`src/rtl/gcd_arbiter_if.sv`:
```
// Requester and GCD-engine signal bundle for gcd_arbiter.
// Handshake: req is a level held by a requester until its grant pulse; resp_valid is a single-cycle pulse with no backpressure.
interface gcd_arbiter_if #(
    parameter int N_REQ = 4,
    parameter int WIDTH = 16
);
    localparam int ID_W = $clog2(N_REQ);

    logic [N_REQ-1:0]       req;
    logic [N_REQ*WIDTH-1:0] a_in;
    logic [N_REQ*WIDTH-1:0] b_in;
    logic [N_REQ-1:0]       grant;
    logic                   resp_valid;
    logic [ID_W-1:0]        resp_id;
    logic [WIDTH-1:0]       resp_data;
    logic                   resp_err;
    logic                   busy;
    logic                   gcd_start;
    logic [WIDTH-1:0]       gcd_data;
    logic                   gcd_done;
    logic [WIDTH-1:0]       gcd_result;
    logic                   eng_clr;
    logic [2:0]             dbg_state;

    modport slave (
        input  req, a_in, b_in, gcd_done, gcd_result,
        output grant, resp_valid, resp_id, resp_data, resp_err, busy,
               gcd_start, gcd_data, eng_clr, dbg_state
    );

    modport master (
        output req, a_in, b_in, gcd_done, gcd_result,
        input  grant, resp_valid, resp_id, resp_data, resp_err, busy,
               gcd_start, gcd_data, eng_clr, dbg_state
    );
endinterface

```
`src/rtl/gcd_arbiter.sv`:
```
// Round-robin scheduler sharing one serial-load GCD engine among N_REQ requesters,
// with zero-operand bypass and a WAIT watchdog.
module gcd_arbiter #(
    parameter int N_REQ   = 4,
    parameter int WIDTH   = 16,
    parameter int TIMEOUT = 1024
) (
    input logic          clk,
    input logic          rst_n,
    gcd_arbiter_if.slave bus
);
    localparam int ID_W  = $clog2(N_REQ);
    localparam int CNT_W = $clog2(TIMEOUT);

    typedef enum logic [2:0] {
        IDLE   = 3'd0,
        LOAD_A = 3'd1,
        LOAD_B = 3'd2,
        WAIT   = 3'd3,
        RESP   = 3'd4
    } state_t;

    state_t           state_q, state_d;
    logic [ID_W-1:0]  rr_ptr_q, rr_ptr_d;
    logic [ID_W-1:0]  id_q, id_d;
    logic [WIDTH-1:0] reg_b_q, reg_b_d;
    logic [CNT_W-1:0] cnt_q, cnt_d;
    logic [N_REQ-1:0] grant_q, grant_d;
    logic             resp_valid_q, resp_valid_d;
    logic [ID_W-1:0]  resp_id_q, resp_id_d;
    logic [WIDTH-1:0] resp_data_q, resp_data_d;
    logic             resp_err_q, resp_err_d;
    logic             gcd_start_q, gcd_start_d;
    logic [WIDTH-1:0] gcd_data_q, gcd_data_d;
    logic             eng_clr_q, eng_clr_d;

    logic             win_found;
    logic [ID_W-1:0]  win_id;
    logic [WIDTH-1:0] win_a, win_b;

    // Scan upward from rr_ptr with wrap; the last winner thus gets lowest priority.
    always_comb begin
        int idx;
        win_found = 1'b0;
        win_id    = '0;
        idx       = 0;
        for (int k = 0; k < N_REQ; k++) begin
            idx = int'(rr_ptr_q) + k;
            if (idx >= N_REQ) idx = idx - N_REQ;
            if (!win_found && bus.req[idx]) begin
                win_found = 1'b1;
                win_id    = ID_W'(idx);
            end
        end
        win_a = bus.a_in[int'(win_id)*WIDTH +: WIDTH];
        win_b = bus.b_in[int'(win_id)*WIDTH +: WIDTH];
    end

    always_comb begin
        state_d      = state_q;
        rr_ptr_d     = rr_ptr_q;
        id_d         = id_q;
        reg_b_d      = reg_b_q;
        cnt_d        = cnt_q;
        grant_d      = '0;
        resp_valid_d = 1'b0;
        resp_id_d    = '0;
        resp_data_d  = '0;
        resp_err_d   = 1'b0;
        gcd_start_d  = 1'b0;
        gcd_data_d   = '0;
        eng_clr_d    = 1'b0;
        case (state_q)
            IDLE: begin
                if (win_found) begin
                    id_d     = win_id;
                    reg_b_d  = win_b;
                    rr_ptr_d = (win_id == ID_W'(N_REQ - 1)) ? '0 : win_id + 1'b1;
                    grant_d  = N_REQ'(1) << win_id;
                    // A zero operand makes the answer the other operand; the engine is skipped.
                    if (win_a == '0 || win_b == '0) begin
                        state_d      = RESP;
                        resp_valid_d = 1'b1;
                        resp_id_d    = win_id;
                        resp_data_d  = win_a | win_b;
                    end else begin
                        state_d     = LOAD_A;
                        gcd_start_d = 1'b1;
                        gcd_data_d  = win_a;
                    end
                end
            end
            LOAD_A: begin
                state_d    = LOAD_B;
                gcd_data_d = reg_b_q;
            end
            LOAD_B: begin
                state_d = WAIT;
                cnt_d   = '0;
            end
            WAIT: begin
                if (bus.gcd_done) begin
                    state_d      = RESP;
                    resp_valid_d = 1'b1;
                    resp_id_d    = id_q;
                    resp_data_d  = bus.gcd_result;
                end else if (cnt_q == CNT_W'(TIMEOUT - 1)) begin
                    state_d      = RESP;
                    resp_valid_d = 1'b1;
                    resp_id_d    = id_q;
                    resp_err_d   = 1'b1;
                    eng_clr_d    = 1'b1;
                end else begin
                    cnt_d = cnt_q + 1'b1;
                end
            end
            RESP: begin
                state_d = IDLE;
            end
            default: begin
                state_d = IDLE;
            end
        endcase
    end

    always_ff @(posedge clk) begin
        if (!rst_n) begin
            state_q      <= IDLE;
            rr_ptr_q     <= '0;
            id_q         <= '0;
            reg_b_q      <= '0;
            cnt_q        <= '0;
            grant_q      <= '0;
            resp_valid_q <= 1'b0;
            resp_id_q    <= '0;
            resp_data_q  <= '0;
            resp_err_q   <= 1'b0;
            gcd_start_q  <= 1'b0;
            gcd_data_q   <= '0;
            eng_clr_q    <= 1'b0;
        end else begin
            state_q      <= state_d;
            rr_ptr_q     <= rr_ptr_d;
            id_q         <= id_d;
            reg_b_q      <= reg_b_d;
            cnt_q        <= cnt_d;
            grant_q      <= grant_d;
            resp_valid_q <= resp_valid_d;
            resp_id_q    <= resp_id_d;
            resp_data_q  <= resp_data_d;
            resp_err_q   <= resp_err_d;
            gcd_start_q  <= gcd_start_d;
            gcd_data_q   <= gcd_data_d;
            eng_clr_q    <= eng_clr_d;
        end
    end

    assign bus.grant      = grant_q;
    assign bus.resp_valid = resp_valid_q;
    assign bus.resp_id    = resp_id_q;
    assign bus.resp_data  = resp_data_q;
    assign bus.resp_err   = resp_err_q;
    assign bus.busy       = (state_q != IDLE);
    assign bus.gcd_start  = gcd_start_q;
    assign bus.gcd_data   = gcd_data_q;
    assign bus.eng_clr    = eng_clr_q;
    assign bus.dbg_state  = state_q;
endmodule
```
`src/flat_wrapper.sv`:
```
// flat-port wrapper written by rule: the top's interface ports become plain ports
module gcd_arbiter_flat 
#(
    parameter int N_REQ   = 4,
    parameter int WIDTH   = 16,
    parameter int TIMEOUT = 1024
)
  (clk, rst_n, bus_req, bus_a_in, bus_b_in, bus_gcd_done, bus_gcd_result, bus_grant, bus_resp_valid, bus_resp_id, bus_resp_data, bus_resp_err, bus_busy, bus_gcd_start, bus_gcd_data, bus_eng_clr, bus_dbg_state);
  gcd_arbiter_if #(.N_REQ(N_REQ), .WIDTH(WIDTH)) bus_i ();
  input logic clk;
  input logic rst_n;
  input wire logic [$bits(bus_i.req)-1:0] bus_req;
  input wire logic [$bits(bus_i.a_in)-1:0] bus_a_in;
  input wire logic [$bits(bus_i.b_in)-1:0] bus_b_in;
  input wire logic [$bits(bus_i.gcd_done)-1:0] bus_gcd_done;
  input wire logic [$bits(bus_i.gcd_result)-1:0] bus_gcd_result;
  output wire logic [$bits(bus_i.grant)-1:0] bus_grant;
  output wire logic [$bits(bus_i.resp_valid)-1:0] bus_resp_valid;
  output wire logic [$bits(bus_i.resp_id)-1:0] bus_resp_id;
  output wire logic [$bits(bus_i.resp_data)-1:0] bus_resp_data;
  output wire logic [$bits(bus_i.resp_err)-1:0] bus_resp_err;
  output wire logic [$bits(bus_i.busy)-1:0] bus_busy;
  output wire logic [$bits(bus_i.gcd_start)-1:0] bus_gcd_start;
  output wire logic [$bits(bus_i.gcd_data)-1:0] bus_gcd_data;
  output wire logic [$bits(bus_i.eng_clr)-1:0] bus_eng_clr;
  output wire logic [$bits(bus_i.dbg_state)-1:0] bus_dbg_state;
  assign bus_i.req = bus_req;
  assign bus_i.a_in = bus_a_in;
  assign bus_i.b_in = bus_b_in;
  assign bus_i.gcd_done = bus_gcd_done;
  assign bus_i.gcd_result = bus_gcd_result;
  assign bus_grant = bus_i.grant;
  assign bus_resp_valid = bus_i.resp_valid;
  assign bus_resp_id = bus_i.resp_id;
  assign bus_resp_data = bus_i.resp_data;
  assign bus_resp_err = bus_i.resp_err;
  assign bus_busy = bus_i.busy;
  assign bus_gcd_start = bus_i.gcd_start;
  assign bus_gcd_data = bus_i.gcd_data;
  assign bus_eng_clr = bus_i.eng_clr;
  assign bus_dbg_state = bus_i.dbg_state;
  gcd_arbiter #(.N_REQ(N_REQ), .WIDTH(WIDTH), .TIMEOUT(TIMEOUT)) u_core (.clk(clk), .rst_n(rst_n), .bus(bus_i));
endmodule
```
`config.mk`:
```
export PLATFORM = sky130hd
export DESIGN_NAME = gcd_arbiter_flat
export DESIGN_NICKNAME = d
export VERILOG_FILES = /design/src/rtl/gcd_arbiter_if.sv /design/src/rtl/gcd_arbiter.sv /design/src/flat_wrapper.sv
export SDC_FILE = /design/constraint.sdc
export NUM_CORES = 1
export LEC_CHECK = 0
export BUFFER_PORTS_ARGS = -buffer_cell sky130_fd_sc_hd__clkbuf_2
export CAP_MARGIN = 20
export CORE_MARGIN = 2
export CORE_UTILIZATION = 47
export DETAILED_ROUTE_END_ITERATION = 10
export PLACE_DENSITY = 0.81
export RECOVER_POWER = 100
export SETUP_SLACK_MARGIN = 0.05
export SYNTH_ARGS = -nofsm -noshare
export SYNTH_HDL_FRONTEND = slang
export SYNTH_SLANG_ARGS = --single-unit
export TNS_END_PERCENT = 10
```
`constraint.sdc`:
```
create_clock -name clk -period 3.9 [get_ports clk]
set_clock_uncertainty 0.2 [all_clocks]
set_input_delay 0.195 -clock clk [delete_from_list [all_inputs] [get_ports clk]]
set_output_delay 0.195 -clock clk [all_outputs]
set_load 0.01 [all_outputs]
```
==> summary.txt <==
HP Start: bus_req[2]
Yosys warns: 0
Async set or reset register ratio after synthesis: 0%
DRT Pass-1 Iters: 5
Most common cell after layout, fill and taps aside: clkbuf_2
Port bufs: 196
Via count: 4011
I/O pin cnt: 197
Worst r2r path cells: 11
Ys flop type: dfxtp_1
Antenna violations before repair: 0
CP required: 3900 ps
Root buf cell: clkbuf_8
Final Cycle Share: 88.46%
LEAKAGE: 2.309 nW
Total CTS buffers: 9
Combinational Power Share: 34.1%
Core Footprint: 8258 µm²
P_int: 1.460 mW
Layout cells sized above 1: 33.49%
Status: finished with violations
Worst hold slack: 117.5 ps
Post-placement cell count: 697
Drt initial violations: 268
Worst rel slew slack: -36.42%
Clock H-tree levels: 3
PwrDens: 423.4 nW/µm²
Max-slew violations: 39
Synth-to-Final Area Change: 30.13%
Max-cap viol count: 1
Nets@finish: 774
Total Routing Usage GR: 26.96%
Post-Syn Area per Cell: 9.596 µm²
Number of flops mapped to enable cells by yosys: 0
Least-Margin Pin Slew: 2046 ps
Post-Place Setup Slack: 607.1 ps
WS Path Type: flop to flop
Setup-failing EPs final: 0
WP data arrival: 3450 ps
Post-Layout Cell Count: 732
PnR worst setup slack: 450.1 ps
Syn Inst Count: 421
Fmax: 289.9 MHz
Hold Path End: u_core.bus.dbg_state[0]$_SDFFE_PN0P_
# DRC: 0
Final min period: 3450 ps
Clock transition at path regs: 80 ps
Count of cell types in the netlist: 45
Final GP Congestion: 0.9562
Syn Nets: 573
Psw: 0.7657 mW
Die H: 96.72 µm
Reg2reg end: u_core.bus.gcd_data[10]$_SDFF_PN0_
TNS Setup: 0 ps
GRT overflow: 0
Critical path launch point type: flop
DP HPWL: 9744 µm
Die Span X: 96.72 µm
First-pass GRT wire length: 20380 µm
Switch share: 34.40%
FF-to-FF Start: u_core.rr_ptr_q[1]$_SDFFE_PN0P_
Clock power share: 26.9%
Peak VDD IR: 245.3 µV
Rows: 33
Most frequent cells in the layout: clkbuf_2, dfxtp_1, mux2i_1
Seq pwr share: 39.0%
Crit Path Max Fanout: 42
RSZ-0062 raised after global routing: no
Starting Density: 48.92%
Sequential area share after synthesis: 36.67%
Number of global-route vias before repair: 4145
Worst skew pair latency: 360 ps
Full die area: 9354 µm²
Critical Path Source: u_core.rr_ptr_q[1]$_SDFFE_PN0P_
Worst R2R Setup Slack: 450 ps
DRT antenna net count: 0
CP Capture Type: flop
Largest net degree at the start of global routing: 43
Number of diodes: 0
Failing checks: max-capacitance violations, max-slew violations
#FFs+latches synth: 74
Worst min path class: input pin to flop
CTS tree: yes
CTS Buffer Depth: 2
Worst hold stages: 3
Avg WL per Cell: 17.35 µm
Num Clock Sinks: 74
Synthesized area: 4040 µm²
WL final: 12700 µm
Fin. Hold Viols: 0
DR vias/cell: 5.480
==> final cells by class <==
class                      instances  area, µm²
fill                             741       3000
tap                              105      131.4
sequential                        74       1481
clock inverter                     6      67.56
multi-input combinational        311       2253
timing repair buffer             221       1177
clock buffer                      10      127.6
inverter                           5      18.77
==> metal layers <==
layer  GRT usage (%)  vias up  share of wire, %
met1           30.12     1832                38
met2           45.94      214                49
met3           10.26       34               9.6
met4           11.27        0               2.8
met5               0        -                 0
li1                -     1931                 -
==> sequential cells by signal, indices dropped and copies added, names as in the netlist <==
| signal | cells |
|---|---|
| u_core.cnt_q | 10 |
| u_core.bus.grant | 4 |
| u_core.bus.dbg_state | 3 |
| u_core.bus.resp_data | 16 |
| u_core.bus.gcd_start | 1 |
| u_core.bus.resp_id | 2 |
| u_core.reg_b_q | 16 |
| u_core.bus.resp_valid | 1 |
| u_core.id_q | 2 |
| u_core.rr_ptr_q | 2 |
| u_core.bus.resp_err | 1 |
| u_core.bus.gcd_data | 16 |
==> stage by stage <==
stage | total power [mW] | instance area [µm²] | utilization [%]
6_report | 2.226 | 5258 | 63.67
5_1_grt | 2.328 | 5258 | 63.67
4_1_cts | 2.252 | 5394 | 65.32
3_5_place_dp | 1.645 | 5009 | 60.65
3_3_place_gp | 1.626 | 5009 | 60.65
2_1_floorplan | 1.419 | 4040 | -
==> worst max path at each step <==
stage                                                endpoint  cells past startpoint
final                      u_core.bus.gcd_data[10]$_SDFF_PN0_                     11
after global routing        u_core.bus.gcd_data[7]$_SDFF_PN0_                     10
after CTS                  u_core.bus.resp_data[7]$_SDFF_PN0_                     11
after detailed placement   u_core.bus.gcd_data[11]$_SDFF_PN0_                     10
after global placement     u_core.bus.resp_data[9]$_SDFF_PN0_                     10
after floorplan           u_core.bus.resp_data[14]$_SDFF_PN0_                     15
==> timing repair <==
action	CTS	global route
hold buffers	19	0
setup buffers	0	0
endpoints found under the hold margin	18	0
resized for setup	0	0
==> critical path, stage by stage (launching register included) <==
cell and delay (ps):
dfxtp_1 480, a21oi_2 80, o21a_1 200, o22a_4 250, buf_12 190, mux2i_1 250
mux2_1 230, nand4_1 140, nor4_1 350, or2_2 410, clkbuf_2 350, o31ai_1 120
==> synthesized netlist by cell type (2+ instances only) <==
master    instances  area [µm²]
dfxtp_1          74        1481
mux2i_1          65       650.6
nor2_1           48       180.2
a21oi_1          41       205.2
mux2_2           32       360.4
nand2_1          25       93.84
a22o_1           16       140.1
o31ai_2          16       200.2
clkbuf_1         11       41.29
nand4_1          10       62.56
buf_6             6       67.56
nand2b_1          6       37.54
nor3_1            6       30.03
buf_4             5       37.54
inv_1             5       18.77
nand3_1           5       25.02
xor2_1            5       43.79
and3_1            4       25.02
a21o_1            3       22.52
buf_1             3       11.26
buf_2             3       15.01
o21ai_0           3       15.01
xnor2_1           3       26.28
and4_1            2       17.52
buf_12            2       40.04
nor4_1            2       12.51
o22ai_1           2       12.51
==> power groups by stage <==
stage               Sequential [mW]  Clock (mW)  Combinational (mW)
floorplan                     0.888           0               0.531
global placement              0.881           0               0.745
detailed placement            0.884           0               0.761
CTS                           0.867       0.604               0.781
global route                  0.875       0.633               0.820
finish                        0.868       0.598               0.760
==> logic make-up after synthesis <==
group                      synth area share, %
DFF                                      36.67
AOI/OAI and AO/OA                        16.79
and+or+nand+nor                          13.38
muxes                                    25.02
buffers and inverters                    6.101
xor gates and xnor gates                 1.734
adders and majority gates               0.3096
Power figures use the tool's default switching activity.
